===== src/rtl/pc_ctrl_pkg.sv =====
// Shared opcodes, FSM state encoding and instruction field helpers for the
// PC fetch/issue controller.
package pc_ctrl_pkg;

  localparam int OPC_W = 4;

  localparam logic [OPC_W-1:0] OP_NOP  = 4'h0;
  localparam logic [OPC_W-1:0] OP_BR   = 4'h1;
  localparam logic [OPC_W-1:0] OP_BZ   = 4'h2;
  localparam logic [OPC_W-1:0] OP_JR   = 4'h3;
  localparam logic [OPC_W-1:0] OP_JAL  = 4'h4;
  localparam logic [OPC_W-1:0] OP_LNK  = 4'h5;
  localparam logic [OPC_W-1:0] OP_HALT = 4'hF;

  typedef enum logic [2:0] {
    S_IDLE  = 3'd0,
    S_FETCH = 3'd1,
    S_EXEC  = 3'd2,
    S_HALT  = 3'd3,
    S_ERR   = 3'd4
  } state_t;

  // Instruction layout: {opcode, reg field R, displacement D}, MSB first.
  function automatic int opc_lsb(input int bitsize);
    return bitsize - OPC_W;
  endfunction

  function automatic int reg_lsb(input int dispsize);
    return dispsize;
  endfunction

endpackage


===== src/rtl/pc_seq_ctrl_if.sv =====
// Instruction-memory handshake plus the one-cycle control bundle sent to the PC.
interface pc_seq_ctrl_if #(
  parameter int BITSIZE  = 16,
  parameter int ADDSIZE  = 4,
  parameter int DISPSIZE = 8
);
  logic                imem_req;
  logic                imem_ack;
  logic [BITSIZE-1:0]  imem_data;
  logic                pc_clken;
  logic                pc_branch;
  logic                pc_jmp;
  logic                pc_wren;
  logic [ADDSIZE-1:0]  pc_ra;
  logic [ADDSIZE-1:0]  pc_rw;
  logic [DISPSIZE-1:0] pc_disp;

  modport master (
    output imem_req, pc_clken, pc_branch, pc_jmp, pc_wren, pc_ra, pc_rw, pc_disp,
    input  imem_ack, imem_data
  );

  modport slave (
    input  imem_req, pc_clken, pc_branch, pc_jmp, pc_wren, pc_ra, pc_rw, pc_disp,
    output imem_ack, imem_data
  );
endinterface


===== src/rtl/pc_ctrl_decode.sv =====
// Combinational decode of a latched instruction into the PC control bundle.
// Outputs are ungated; the sequencer qualifies them with its EXEC state.
module pc_ctrl_decode
  import pc_ctrl_pkg::*;
#(
  parameter int                  BITSIZE  = 16,
  parameter int                  ADDSIZE  = 4,
  parameter int                  DISPSIZE = 8,
  parameter logic [ADDSIZE-1:0]  LINKREG  = 4'b1111
) (
  input  logic [BITSIZE-1:0]  instr,
  input  logic                zero,
  output logic                clken,
  output logic                branch,
  output logic                jmp,
  output logic                wren,
  output logic [ADDSIZE-1:0]  ra,
  output logic [ADDSIZE-1:0]  rw,
  output logic [DISPSIZE-1:0] disp,
  output logic                is_halt
);

  localparam int OPC_LSB = opc_lsb(BITSIZE);
  localparam int REG_LSB = reg_lsb(DISPSIZE);

  logic [OPC_W-1:0]    opcode;
  logic [ADDSIZE-1:0]  reg_f;
  logic [DISPSIZE-1:0] disp_f;

  assign opcode = instr[OPC_LSB +: OPC_W];
  assign reg_f  = instr[REG_LSB +: ADDSIZE];
  assign disp_f = instr[DISPSIZE-1:0];

  always_comb begin
    clken   = 1'b1;
    branch  = 1'b0;
    jmp     = 1'b0;
    wren    = 1'b0;
    ra      = '0;
    rw      = '0;
    disp    = '0;
    is_halt = 1'b0;
    case (opcode)
      OP_BR: begin
        branch = 1'b1;
        disp   = disp_f;
      end
      OP_BZ: begin
        branch = zero;
        disp   = disp_f;
      end
      OP_JR: begin
        jmp = 1'b1;
        ra  = reg_f;
      end
      OP_JAL: begin
        jmp  = 1'b1;
        ra   = reg_f;
        wren = 1'b1;
        rw   = LINKREG;
      end
      OP_LNK: begin
        wren = 1'b1;
        rw   = reg_f;
      end
      OP_HALT: begin
        clken   = 1'b0;
        is_halt = 1'b1;
      end
      default: ;  // NOP and unassigned opcodes just step the PC
    endcase
  end

endmodule


===== src/rtl/pc_seq_ctrl.sv =====
// Fetch/issue sequencer: fetches over req/ack, issues one control pulse per
// instruction, with run/halt, fetch timeout and a retired-instruction counter.
//
//   state   | meaning
//   --------+------------------------------------------------------------
//   S_IDLE  | waiting for run
//   S_FETCH | imem_req high, waiting for ack (bounded by MAX_WAIT)
//   S_EXEC  | one cycle: decoded controls driven to the PC
//   S_HALT  | HALT retired; absorbing until rst
//   S_ERR   | fetch timed out; absorbing until rst
module pc_seq_ctrl
  import pc_ctrl_pkg::*;
#(
  parameter int                  BITSIZE  = 16,
  parameter int                  ADDSIZE  = 4,
  parameter int                  DISPSIZE = 8,
  parameter logic [ADDSIZE-1:0]  LINKREG  = 4'b1111,
  parameter int                  MAX_WAIT = 15,
  parameter int                  CNTSIZE  = 16
) (
  input  logic               clk,
  input  logic               rst,
  input  logic               run,
  input  logic               zero,
  pc_seq_ctrl_if.master      bus,
  output logic               halted,
  output logic               err,
  output logic [CNTSIZE-1:0] instr_count
);

  localparam int WCW = (MAX_WAIT < 1) ? 1 : $clog2(MAX_WAIT + 1);
  localparam logic [WCW-1:0] WAIT_TC = WCW'(MAX_WAIT);

  state_t             state, state_nxt;
  logic [BITSIZE-1:0] instr_q;
  logic [WCW-1:0]     wait_cnt;

  logic                dec_clken, dec_branch, dec_jmp, dec_wren, dec_is_halt;
  logic [ADDSIZE-1:0]  dec_ra, dec_rw;
  logic [DISPSIZE-1:0] dec_disp;

  pc_ctrl_decode #(
    .BITSIZE  (BITSIZE),
    .ADDSIZE  (ADDSIZE),
    .DISPSIZE (DISPSIZE),
    .LINKREG  (LINKREG)
  ) u_decode (
    .instr   (instr_q),
    .zero    (zero),
    .clken   (dec_clken),
    .branch  (dec_branch),
    .jmp     (dec_jmp),
    .wren    (dec_wren),
    .ra      (dec_ra),
    .rw      (dec_rw),
    .disp    (dec_disp),
    .is_halt (dec_is_halt)
  );

  always_ff @(posedge clk) begin
    if (rst) begin
      state       <= S_IDLE;
      instr_q     <= '0;
      wait_cnt    <= '0;
      instr_count <= '0;
    end else begin
      state <= state_nxt;
      if (state == S_FETCH && bus.imem_ack)
        instr_q <= bus.imem_data;
      // Held at zero outside FETCH, so every FETCH entry starts from zero.
      if (state != S_FETCH)
        wait_cnt <= '0;
      else if (!bus.imem_ack)
        wait_cnt <= wait_cnt + 1'b1;
      if (state == S_EXEC && !dec_is_halt)
        instr_count <= instr_count + 1'b1;
    end
  end

  always_comb begin
    state_nxt     = state;
    bus.imem_req  = 1'b0;
    bus.pc_clken  = 1'b0;
    bus.pc_branch = 1'b0;
    bus.pc_jmp    = 1'b0;
    bus.pc_wren   = 1'b0;
    bus.pc_ra     = '0;
    bus.pc_rw     = '0;
    bus.pc_disp   = '0;
    halted        = 1'b0;
    err           = 1'b0;
    case (state)
      S_IDLE: begin
        if (run)
          state_nxt = S_FETCH;
      end
      S_FETCH: begin
        bus.imem_req = 1'b1;
        // An ack in the terminal-count cycle still wins over the timeout.
        if (bus.imem_ack)
          state_nxt = S_EXEC;
        else if (wait_cnt == WAIT_TC)
          state_nxt = S_ERR;
      end
      S_EXEC: begin
        bus.pc_clken  = dec_clken;
        bus.pc_branch = dec_branch;
        bus.pc_jmp    = dec_jmp;
        bus.pc_wren   = dec_wren;
        bus.pc_ra     = dec_ra;
        bus.pc_rw     = dec_rw;
        bus.pc_disp   = dec_disp;
        if (dec_is_halt)
          state_nxt = S_HALT;
        else if (run)
          state_nxt = S_FETCH;
        else
          state_nxt = S_IDLE;
      end
      S_HALT: halted = 1'b1;
      S_ERR:  err    = 1'b1;
      default: state_nxt = S_IDLE;
    endcase
  end

endmodule


===== src/flat_wrapper.sv =====
// flat-port wrapper written by rule: the top's interface ports become plain ports
module pc_seq_ctrl_flat import pc_ctrl_pkg::*;
#(
  parameter int                  BITSIZE  = 16,
  parameter int                  ADDSIZE  = 4,
  parameter int                  DISPSIZE = 8,
  parameter logic [ADDSIZE-1:0]  LINKREG  = 4'b1111,
  parameter int                  MAX_WAIT = 15,
  parameter int                  CNTSIZE  = 16
)
  (clk, rst, run, zero, halted, err, instr_count, bus_imem_req, bus_pc_clken, bus_pc_branch, bus_pc_jmp, bus_pc_wren, bus_pc_ra, bus_pc_rw, bus_pc_disp, bus_imem_ack, bus_imem_data);
  pc_seq_ctrl_if #(.BITSIZE(BITSIZE), .ADDSIZE(ADDSIZE), .DISPSIZE(DISPSIZE)) bus_i ();
  input  logic clk;
  input  logic rst;
  input  logic run;
  input  logic zero;
  output logic halted;
  output logic err;
  output logic [CNTSIZE-1:0] instr_count;
  output wire logic [$bits(bus_i.imem_req)-1:0] bus_imem_req;
  output wire logic [$bits(bus_i.pc_clken)-1:0] bus_pc_clken;
  output wire logic [$bits(bus_i.pc_branch)-1:0] bus_pc_branch;
  output wire logic [$bits(bus_i.pc_jmp)-1:0] bus_pc_jmp;
  output wire logic [$bits(bus_i.pc_wren)-1:0] bus_pc_wren;
  output wire logic [$bits(bus_i.pc_ra)-1:0] bus_pc_ra;
  output wire logic [$bits(bus_i.pc_rw)-1:0] bus_pc_rw;
  output wire logic [$bits(bus_i.pc_disp)-1:0] bus_pc_disp;
  input wire logic [$bits(bus_i.imem_ack)-1:0] bus_imem_ack;
  input wire logic [$bits(bus_i.imem_data)-1:0] bus_imem_data;
  assign bus_imem_req = bus_i.imem_req;
  assign bus_pc_clken = bus_i.pc_clken;
  assign bus_pc_branch = bus_i.pc_branch;
  assign bus_pc_jmp = bus_i.pc_jmp;
  assign bus_pc_wren = bus_i.pc_wren;
  assign bus_pc_ra = bus_i.pc_ra;
  assign bus_pc_rw = bus_i.pc_rw;
  assign bus_pc_disp = bus_i.pc_disp;
  assign bus_i.imem_ack = bus_imem_ack;
  assign bus_i.imem_data = bus_imem_data;
  pc_seq_ctrl #(.BITSIZE(BITSIZE), .ADDSIZE(ADDSIZE), .DISPSIZE(DISPSIZE), .LINKREG(LINKREG), .MAX_WAIT(MAX_WAIT), .CNTSIZE(CNTSIZE)) u_core (.clk(clk), .rst(rst), .run(run), .zero(zero), .bus(bus_i), .halted(halted), .err(err), .instr_count(instr_count));
endmodule

===== config.mk =====
export PLATFORM = sky130hd
export DESIGN_NAME = pc_seq_ctrl_flat
export DESIGN_NICKNAME = d
export VERILOG_FILES = /design/src/rtl/pc_ctrl_pkg.sv /design/src/rtl/pc_seq_ctrl_if.sv /design/src/rtl/pc_ctrl_decode.sv /design/src/rtl/pc_seq_ctrl.sv /design/src/flat_wrapper.sv
export SDC_FILE = /design/constraint.sdc
export NUM_CORES = 1
export LEC_CHECK = 0
export ABC_CLOCK_PERIOD_IN_PS = 2100
export BUFFER_PORTS_ARGS = -buffer_cell sky130_fd_sc_hd__buf_2
export CORE_MARGIN = 2
export CORE_UTILIZATION = 42
export DETAILED_ROUTE_END_ITERATION = 10
export GPL_TIMING_DRIVEN = 0
export PLACE_DENSITY_LB_ADDON = 0.25
export SLEW_MARGIN = 10
export SYNTH_ARGS = -nofsm -noshare
export SYNTH_HDL_FRONTEND = slang
export SYNTH_SLANG_ARGS = --single-unit

===== constraint.sdc =====
create_clock -name clk -period 2.1 [get_ports clk]
set_input_delay 0.105 -clock clk [delete_from_list [all_inputs] [get_ports clk]]
set_output_delay 0.105 -clock clk [all_outputs]
set_load 0.01 [all_outputs]

# Word-level counts from Yosys, hierarchy flattened
# Index checks and enable logic that the tools add are counted.
dict set report op_classes {
  eq_ne 14
  n_bitwise 1
  muxes 24
  n_reduce_logical 10
  add_sub_neg 2
}
# cell n
set ops {}
lappend ops {{$add A16 B1 Y16 const B} 1}
lappend ops {{$mux W8} 2}
lappend ops {{$mux W1} 12}
lappend ops {{$mux W3} 4}
lappend ops {{$mux W4} 3}
lappend ops {{$pmux W3 S4} 1}
lappend ops {{$reduce_or A2 Y1} 5}
lappend ops {{$eq A4 B2 Y1 const B} 2}
lappend ops {{$eq A4 B3 Y1 const B} 2}
lappend ops {{$eq A4 B4 Y1 const B} 2}
lappend ops {{$pmux W4 S2} 1}
lappend ops {{$eq A3 B2 Y1 const B} 2}
lappend ops {{$add A4 B1 Y4 const B} 1}
lappend ops {{$eq A4 B1 Y1 const B} 1}
lappend ops {{$eq A3 B1 Y1 const B} 1}
lappend ops {{$eq A3 B3 Y1 const B} 1}
lappend ops {{$logic_not A3 Y1} 1}
lappend ops {{$ne A3 B1 Y1 const B} 1}
lappend ops {{$ne A3 B3 Y1 const B} 1}
lappend ops {{$reduce_and A3 Y1} 1}
lappend ops {{$logic_and A1 B1 Y1} 2}
lappend ops {{$ne A2 B2 Y1 const B} 1}
lappend ops {{$pmux W1 S2} 1}
lappend ops {{$logic_not A1 Y1} 1}
lappend ops {{$not A1 Y1} 1}
dict set report totals {
  out_inout_bits 39
  regBits 39
  word_cells 55
}

# Longest topological paths before layout
# Gate-level depths: netlist (run 1).
dict set report depth {
  ltp_word 4
  mapped_depth 7
  mapped_depth_nobuf 5
}

# By module
# A second synthesis (run 1) with hierarchy kept.
dict set report hier_totals {
  cells_unflattened 255
  area_unflattened_um2 2013.2
}
# mod instances cells_per_inst area_each_um2
set by_module_without_submodules {}
lappend by_module_without_submodules {pc_seq_ctrl 1 221 1798.0}
lappend by_module_without_submodules {pc_ctrl_decode 1 34 215.2}

# Worst setup path after synthesis (run 1)
# OpenSTA, ideal clock, no wires.
dict set report synth_timing {
  path_kind {register to output}
  from {register u_core.state[2]}
  to {output port bus_pc_rw[0]}
  n_path_buf 1
  path_stages_with_launch 6
  slack_ns 0.316
  arrival_time_ns 1.679
  cell_sequence {dfxtp_1 > clkbuf_2 > nor3b_4 > nand2b_1 > or3b_2 > a21oi_1}
}
dict set report synth_via {
  elab_chain_cells 2
}
# element line
set synth_rtl {}
lappend synth_rtl {{start, declared} pc_seq_ctrl.sv:34} ;# state_t state, state_nxt;
lappend synth_rtl {{start signal, assigned} pc_seq_ctrl.sv:67} ;# state <= state_nxt;
lappend synth_rtl {{$eq A3 B2 Y1} pc_seq_ctrl.sv:92} ;# case (state)
lappend synth_rtl {{$mux W4} pc_seq_ctrl.sv:92}
lappend synth_rtl {{end, declared} flat_wrapper.sv:26} ;# output wire logic [$bits(bus_i.pc_rw)-1:0] bus_pc_rw;
# No other way between the ends.

# Worst setup path after layout (run 1)
dict set report layout_timing {
  from {register u_core.state[2]}
  to {output port bus_pc_rw[1]}
}
# The elaborated chain is that of the path after synthesis.

==> results of run 1 <==
repair_timing:
| item | in CTS | in global routing |
|---|---|---|
| endpoints found under the hold margin | 0 | 0 |
| gates resized for setup | 1 | 4 |
| gates cloned | 0 | 0 |
| setup buffers | 1 | 0 |
| setup endpoints to repair | 18 | 20 |
sequential cells by signal, summed over array words and instances, names as in the netlist:
name and cells:
u_core.instr_count 16, u_core.instr_q 16, u_core.state 3, u_core.wait_cnt 4
cell families (layout without fill, tap and decap cells):
logic type,after synthesis,count (layout)
xor gates and xnor gates,11,11
AOI/OAI and AO/OA,45,45
muxes,2,2
buffers and inverters,20,85
and+or+nand+nor,110,110
DFF,39,39
adders and majority gates,2,2
layer usage:
layer / vias to the layer above / global-route usage [%]
met5: - / 0
met4: 0 / 6.84
met3: 2 / 5.34
met2: 38 / 26.8
met1: 769 / 21.5
li1: 909 / -
cell type report:
| type | instances | share of cell area, % |
|---|---|---|
| buffer | 11 | 2.10 |
| clock buffer | 6 | 3.56 |
| clock inverter | 1 | 0.216 |
| inverter | 9 | 1.46 |
| multi-input combinational | 170 | 43.5 |
| sequential | 39 | 33.7 |
| tap | 52 | 2.81 |
| timing repair buffer | 58 | 12.6 |
path summary, 6_finish.rpt:
| kind | from | end | slack, ns | cells after the start |
|---|---|---|---|---|
| setup / recovery | u_core.state[2] | bus_pc_rw[1] | 0.17 | 6 |
| hold / removal | bus_imem_data[3] | u_core.instr_q[3] | 0.05 | 3 |
| setup reg to reg | u_core.instr_q[12] | u_core.instr_count[12] | 0.22 | 6 |
| hold reg to reg | u_core.instr_q[1] | u_core.instr_q[1] | 0.45 | 2 |
layout by cell type, fill, tap and decap left out, drive strengths merged, types with 7 or more instances in the layout:
master,instances
buf,60
dfxtp,39
nand2,38
a21oi,32
and2,17
clkbuf,15
nor2,12
inv,9
o21ai,9
nand4,9
xor2,8
or3,7
worst register-to-register path: stages, from the launching register on:
cell and delay (ns):
dfxtp_1 0.29, buf_2 0.17, nand4_1 0.15, clkbuf_1 0.39
nand4_2 0.27, or3_1 0.41, a21oi_1 0.14
power breakdown:
| part | internal [W] | leakage [nW] | switching [W] |
|---|---|---|---|
| registers | 0.000786 | 0.316 | 0.0000436 |
| logic | 0.000104 | 0.672 | 0.000145 |
| clock network | 0.000257 | 0.0470 | 0.000242 |
per-stage QoR:
step | area (sq um) | TNS [ns] | worst slack (ns) | instances | util (%)
2_1_floorplan | 1850 | 0 | 0.316 | 229 | -
3_3_place_gp | 2200 | -1.00 | -0.125 | 338 | 51.3
3_5_place_dp | 2200 | -1.29 | -0.158 | 338 | 51.3
4_1_cts | 2300 | 0 | 0.0650 | 346 | 53.6
5_1_grt | 2320 | -0.00215 | -0.00215 | 346 | 54.0
6_report | 2320 | 0 | 0.168 | 346 | 54.0
==> flow_summary.ini, run 1 <==
[drt]
vias = 1718
wl_met3_um = 245
drt-total-wl_mm = 3.95
wl_met2_mm = 1.79
drc = 0
avgRoutedWirePerCell_um = 11.4
routedLengthMet1_mm = 1.89
drt_first_pass_iters = 4
ant_nets = 0
first_iter_violations = 89
drt-vias-per-instance = 4.97
route.top_layer_used = met4

[timing]
whs_ns = 0.0534
period_share_pct = 92.0
slew_violations = 0
worst_slew_pin_slew_ns = 0.487
fmax_mhz = 518
min_period_ns = 1.93
setup_viol = 0
skew_ns = 0.00476
slew_headroom_pct = 67.5
hold_viol_final = 0

[setup_path]
startpoint_type = register
crit_chain = clkbuf_2, nor3b_4, nand2b_1, or3b_4, a21oi_1, buf_2
required_ns = 2.00
cp.arrival_ns = 1.83
crit_path_end_kind = primary output
cp_slowest_stage_delay_ns = 0.45
critPathSlowestCell = or3b_4
critical_path_buf_inv_count = 2
cp_top_family = simple AND/OR/NAND/NOR gates
path_max_fanout = 8
critical_path_class = reg2out

[logic_synthesis]
syn-cell-area_sq_mm = 0.00185
yosysTopAreaCell = dfxtp_1
synth_top_flop_cell = dfxtp_1
synthTopCellsByCount = dfxtp_1 (39), nand2_1 (38), a21oi_1 (32)
yosysSeqAreaShare_pct = 42.1
synth_area_per_cell_sq_um = 8.09
yosysUniqueCellTypes = 35
ys_async_sr_fraction_pct = 0
synth-seq-cells = 39
yosysMostFrequentCell = dfxtp_1
synth-simple-area-share_pct = 33.1
syn_inst = 229
syn_nets = 252
synth_top_family_by_area = simple AND/OR/NAND/NOR gates
synth.mux.area_fraction_pct = 1.08
synth_compound_area_share_pct = 12.7
synthXorXnorAreaFrac_pct = 5.20
netlist.area_leader.share_pct = 42.1
yosys.area_share.adder_pct = 1.35
synth_edf_count = 0
yosys-top-cells-area = dfxtp_1 (42%), a21oi_1 (8.6%), nand2_1 (7.7%)
synth_warnings = 0

[global_route]
grtUsageTotal_pct = 17.0
grt_start_max_net_pins = 12
gr-total-overflow = 0
grt_pass1_vias = 1545
grt_pass1_wl_mm = 6.73
antenna_found_initial = 0

[clocking]
cts_buffer_depth = 2
insertion_delay_ns = 0.28
htree_levels = 2
cts_buffers = 5
clkTransAtPathRegs_ns = 0.07
hold_buffers = 0
cts.sinks = 39
cts_tree = yes
root_buffer = clkbuf_8

[cells_and_area]
final_nets = 317
fillers = 438
antennaDiodeCount = 0
ff_latch_area_sq_um = 782
multi_input_area_sq_mm = 0.00101
area_growth_pct = 25.1
drive_above_1_share_pct = 26.2

[floorplan]
dieArea_sq_mm = 0.00496
core_area_sq_mm = 0.00429
die_y_um = 70.4
die-width_um = 70.4
start_util_pct = 43.2
rows = 24
ios = 60

[placement]
place.gp.congestion = 0.744
hpwlAfterDp_mm = 2.84
port_buffers = 57

[job]
maxCapViolations = 0

[power_and_ir_drop]
leakagePower_nw = 1.04
power_density_mw_per_mm2 = 681
power_w = 0.00158
vdd.ir_drop.worst_mv = 0.357

[worst_hold_path]
hold_path.class = in2reg

[run_status]
status = finished clean
Power figures use the tool's default switching activity.
==> run 2: changes to the inputs <==
--- a/config.mk
+++ b/config.mk
@@ -11,7 +11,8 @@
 export CORE_UTILIZATION = 42
 export DETAILED_ROUTE_END_ITERATION = 10
 export GPL_TIMING_DRIVEN = 0
-export PLACE_DENSITY_LB_ADDON = 0.25
+export PLACE_DENSITY = 0.68
+export SKIP_LAST_GASP = 1
 export SLEW_MARGIN = 10
 export SYNTH_ARGS = -nofsm -noshare
 export SYNTH_HDL_FRONTEND = slang
==> run 2 against run 1 <==
Effect of this change: power grew 8.2%; die area unchanged; clock skew down 0.00078 ns; design area increased by 0.70%; combinational power down 3%; global-route usage down 0.78 points; fmax decreased by 4.7%; via count about the same; utilization is 0.38 points higher; register-to-register slack barely moved.
==> flow_summary.ini, run 2 (synthesized netlist as in run 1, its figures left out) <==
[setup_path]
crit_path_end_kind = primary output
critical_path_buf_inv_count = 2
critPathSlowestCell = or3b_2
critical_path_class = reg2out
crit_chain = clkbuf_2, nor3b_4, nand2b_1, or3b_2, a21oi_1, buf_2
cp_top_family = simple AND/OR/NAND/NOR gates
required_ns = 2.00
startpoint_type = register
path_max_fanout = 8
cp.arrival_ns = 1.92
cp_slowest_stage_delay_ns = 0.54

[global_route]
grt_util_met1_pct = 20.6
grtUsageTotal_pct = 16.2
grt_pass1_wl_mm = 6.53
antenna_found_initial = 0
gr-total-overflow = 0
met2_usage_pct = 26.5
grt_start_max_net_pins = 13
gr-usage-met3_pct = 3.75
grt_pass1_vias = 1504
grt_busiest_layer = met2

[power_and_ir_drop]
power_w = 0.00171
power_density_mw_per_mm2 = 731
vdd.ir_drop.worst_mv = 0.297
leakagePower_nw = 1.04

[floorplan]
start_util_pct = 43.2
rows = 24
die-width_um = 70.4
core_area_sq_mm = 0.00429
die_y_um = 70.4
ios = 60
dieArea_sq_mm = 0.00496

[clocking]
cts_buffer_depth = 2
cts.sinks = 39
htree_levels = 2
insertion_delay_ns = 0.29
cts_tree = yes
hold_buffers = 0
clkTransAtPathRegs_ns = 0.07
cts_buffers = 5
root_buffer = clkbuf_8

[cells_and_area]
area_growth_pct = 26.0
antennaDiodeCount = 0
reg_top3 = u_core.instr_count (16), u_core.instr_q (16), u_core.wait_cnt (4)
most-common-layout-cells = buf_2 (58), nand2_1 (38), dfxtp_1 (38)
fillers = 419
ff_latch_area_sq_um = 782
drive_above_1_share_pct = 26.1
layout_commonest_cell = buf_2
multi_input_area_sq_um = 995
final_nets = 317

[timing]
slew_headroom_pct = 67.0
period_share_pct = 96.5
rsz0062_at_grt = yes
worst_slew_pin_slew_ns = 0.494
whs_ns = 0.0455
fmax_mhz = 493
slew_violations = 0
min_period_ns = 2.03
skew_ns = 0.00399
setup_viol = 0
hold_viol_final = 0

[placement]
hpwlAfterDp_mm = 2.87
port_buffers = 57
place.gp.congestion = 0.759

[worst_hold_path]
hold_path.class = in2reg

[drt]
drt-vias-per-instance = 4.95
first_iter_violations = 64
drt_first_pass_iters = 4
ant_nets = 0
drc = 0
drt-total-wl_mm = 3.92
vias = 1717
avgRoutedWirePerCell_um = 11.3

[run_status]
status = finished clean

[job]
maxCapViolations = 0
-- run 2: cell types whose count changed in the layout (fill, tap and decap cells not counted) --
cell / delta
nor3_2: +1
nor3b_2: -1
or3b_4: -1
or3b_2: +1
nor3_4: -1
bufinv_16: +1
nor3b_1: +1
-- run 2: per-layer routing --
layer	vias to the layer above	wire [um]
met5	-	0
met4	0	64
met3	6	206
met2	42	1750
met1	760	1900
li1	909	-
-- run 2: cell type report --
| class | instances | area share, % |
|---|---|---|
| flip-flops and latches | 39 | 33.5 |
| inverters | 9 | 1.45 |
| plain buffers | 11 | 2.09 |
| multi-input cells | 170 | 42.6 |
| repair buffers | 58 | 12.5 |
| clock inverters | 2 | 1.50 |
| clock buffers | 6 | 3.54 |
| well taps | 52 | 2.79 |
-- run 2: worst paths after layout --
kind                                    startpoint  cells after the start  slack [ns]                endpoint
worst max-delay path               u_core.state[2]                      6        0.07            bus_pc_rw[2]
worst min-delay path              bus_imem_data[5]                      3        0.05       u_core.instr_q[5]
worst max register to register  u_core.instr_q[12]                      6        0.23  u_core.instr_count[10]
worst min register to register   u_core.instr_q[1]                      2        0.45       u_core.instr_q[1]
-- run 2: through the flow --
| stage | cell area (sq um) | worst slack (ns) | cells | utilization (%) | TNS [ns] |
|---|---|---|---|---|---|
| detailed placement | 2200 | -0.182 | 338 | 51.3 | -1.51 |
| finish | 2330 | 0.0736 | 347 | 54.4 | 0 |
| CTS | 2330 | 0.0586 | 347 | 54.3 | 0 |
| global placement | 2200 | -0.137 | 338 | 51.3 | -1.13 |
| floorplan | 1850 | 0.316 | 229 | - | 0 |
| global route | 2330 | -0.0338 | 347 | 54.4 | -0.297 |
-- run 2: worst register-to-register path: cells and delay by family, from the launching register on --
family	cells	cell delay, ns
flip-flops	1	0.30
AND/OR/NAND/NOR	3	0.82
AO/OA/AOI/OAI	1	0.14
buffers and inverters	2	0.55
-- run 2: timing repair --
| item | CTS | global route |
|---|---|---|
| setup buffers | 1 | 0 |
| gates resized for setup | 1 | 1 |
| gates cloned | 0 | 0 |
| pin swaps | 0 | 0 |
| setup endpoints to repair | 18 | 13 |
-- run 2: power by group --
part	leakage, nW	total (W)	switching, W	internal, W
clock	0.0612	0.000639	0.000255	0.000384
sequential	0.316	0.000827	0.0000414	0.000785
combinational	0.666	0.000241	0.000140	0.000101
total	1.04	0.00171	0.000437	0.00127
==> run 3: changes to the inputs <==
--- a/config.mk
+++ b/config.mk
@@ -7,13 +7,15 @@
 export LEC_CHECK = 0
 export ABC_CLOCK_PERIOD_IN_PS = 2100
 export BUFFER_PORTS_ARGS = -buffer_cell sky130_fd_sc_hd__buf_2
+export CAP_MARGIN = 20
 export CORE_MARGIN = 2
 export CORE_UTILIZATION = 42
 export DETAILED_ROUTE_END_ITERATION = 10
 export GPL_TIMING_DRIVEN = 0
-export PLACE_DENSITY = 0.68
+export PLACE_DENSITY = 0.67
 export SKIP_LAST_GASP = 1
 export SLEW_MARGIN = 10
 export SYNTH_ARGS = -nofsm -noshare
 export SYNTH_HDL_FRONTEND = slang
+export SYNTH_HIERARCHICAL = 1
 export SYNTH_SLANG_ARGS = --single-unit
==> run 3 against run 2 <==
Effect of this change: global-route usage up 2.5 points; critical endpoint is now u_core/instr_count[13]; register-to-register slack lost 0.20 ns; worst hold slack worse by 0.0023 ns; fmax shrank 2.2%.
==> flow_summary.ini, run 3 <==
[clocking]
cts.sinks = 39
insertion_delay_ns = 0.29
cts_buffer_depth = 2
hold_buffers = 0
htree_levels = 2
cts_tree = yes
clkTransAtPathRegs_ns = 0.07
root_buffer = clkbuf_8
cts_buffers = 5

[drt]
avgRoutedWirePerCell_um = 12.2
drt-total-wl_mm = 4.69
first_iter_violations = 92
drc = 0
vias = 1918
drt-vias-per-instance = 4.99
ant_nets = 0
drt_first_pass_iters = 4

[placement]
place_inst = 366
port_buffers = 57
placed_cell_area_sq_mm = 0.00237
hpwlAfterDp_mm = 3.31
place.gp.congestion = 0.785

[timing]
min_period_ns = 2.07
skew_ns = 0.00501
rsz0062_at_grt = yes
period_share_pct = 98.6
slew_headroom_pct = 56.7
setup_viol = 0
slew_violations = 0
hold_viol_final = 0
worst_slew_pin_slew_ns = 0.645
fmax_mhz = 483

[power_and_ir_drop]
vdd.ir_drop.worst_mv = 0.336
leakagePower_nw = 1.07
power_density_mw_per_mm2 = 568
power_w = 0.00146

[logic_synthesis]
synth_warnings = 6
synth_top_flop_cell = dfxtp_1
syn-cell-area_sq_mm = 0.00201
yosys-top-cells-area = dfxtp_1 (39%), a21oi_1 (8.0%), nand2_1 (7.8%)
synthTopCellsByCount = nand2_1 (42), dfxtp_1 (39), a21oi_1 (32)
yosysSeqAreaShare_pct = 38.8
yosysUniqueCellTypes = 36
ys_async_sr_fraction_pct = 0
synth_edf_count = 0
yosysMostFrequentCell = nand2_1
synth_area_per_cell_sq_um = 7.89
syn_inst = 255
yosysTopAreaCell = dfxtp_1
netlist.area_leader.share_pct = 38.8
syn_nets = 278
synth-seq-cells = 39

[global_route]
grt_pass1_vias = 1725
antenna_found_initial = 0
grt_start_max_net_pins = 12
grt_pass1_wl_mm = 7.75
gr-total-overflow = 0
grtUsageTotal_pct = 18.8

[cells_and_area]
ff_latch_area_sq_um = 791
antennaDiodeCount = 0
reg_top3 = u_core/instr_count (16), u_core/instr_q (16), u_core/wait_cnt (4)
layout_commonest_cell = buf_2
final_nets = 352
utilization_pct = 55.0
multi_input_area_sq_mm = 0.00113
area_growth_pct = 27.4
fillers = 465
fin_area_sq_mm = 0.00256
instances_no_fill = 384
most-common-layout-cells = buf_2 (56), nand2_1 (42), dfxtp_1 (35)
drive_above_1_share_pct = 28.5

[setup_path]
path_max_fanout = 5
critical_path_class = reg2reg
required_ns = 2.33
startpoint_type = register
cp.arrival_ns = 2.30
crit_path_end_kind = register
reg2reg_setup_slack_ns = 0.03

[floorplan]
core_area_sq_mm = 0.00466
start_util_pct = 43.2
die-width_um = 73.2
ios = 60
rows = 25
die_y_um = 73.2
dieArea_sq_mm = 0.00536

[job]
maxCapViolations = 0

[worst_hold_path]
hold_path.class = in2reg

[run_status]
status = finished clean
## run 3: cell count changes in the layout (fill, tap and decap cells not counted), sizes merged, moves of 6 or more
cell / previous run / this run
and2: 17 / 23
buf: 60 / 71
nand4: 9 / 3
nor3b: 2 / 11
xnor2: 3 / 10
## run 3: cells by family (layout without fill, tap and decap cells)
group,count (synthesis),count (layout),synth area share [%]
DFF,39,39,38.8
buffers and inverters,24,99,5.59
AOI/OAI and AO/OA,43,43,11.3
muxes,1,1,0.497
xor gates and xnor gates,14,14,6.09
adders and majority gates,2,2,1.24
and+or+nand+nor,132,132,36.5
## run 3: final cells by class
type,instances,share of cell area [%]
Multi-Input combinational cell,192,44.1
Sequential cell,39,30.8
Timing Repair Buffer,69,14.9
Clock buffer,8,3.90
Tap cell,54,2.63
Buffer,14,2.49
Inverter,8,1.17
## run 3: repair_timing
action / CTS / global route
endpoints found under the hold margin: 0 / 0
setup buffers: 13 / 1
gates resized for setup: 7 / 10
endpoints found under the setup margin: 12 / 34
pin swaps: 5 / 2
## run 3: metrics by stage
step | TNS (ns) | setup WS [ns] | hold slack (ns)
final | 0 | 0.0287 | 0.0432
after global routing | -0.105 | -0.0660 | 0.0421
after CTS | -0.144 | -0.0813 | 0.0274
after detailed placement | -0.641 | -0.173 | 0.352
after global placement | -0.479 | -0.146 | 0.352
after floorplan | -0.0294 | -0.0233 | 0.241
## run 3: worst max-delay path, stage by stage (launching register included)
cell and delay, ns:
dfxtp_4 0.35, nand4_1 0.13, inv_2 0.05, or4b_4 0.52, or4_4 0.47, or3_1 0.38, a21oi_2 0.11
## run 3: power by group
group	switching (W)	total (W)	internal, W
Sequential	0.00000926	0.000764	0.000754
Clock	0.000257	0.000557	0.000300
Combinational	0.0000796	0.000137	0.0000574
Total	0.000346	0.00146	0.00111
## run 3: layer usage
metal,GRT usage (%),routed length (um),up-vias
met1,23.5,2240,859
met3,5.11,227,6
li1,-,-,1011
met4,7.82,74,0
met5,0,0,-
met2,30.3,2150,42
## run 3: worst paths after layout
kind                       endpoint                from  depth (start not counted)
max          u_core/instr_count[13]  u_core/instr_q[13]                          6
min              u_core/instr_q[12]   bus_imem_data[12]                          3
max reg2reg  u_core/instr_count[13]  u_core/instr_q[13]                          6
min reg2reg       u_core/instr_q[7]   u_core/instr_q[7]                          2
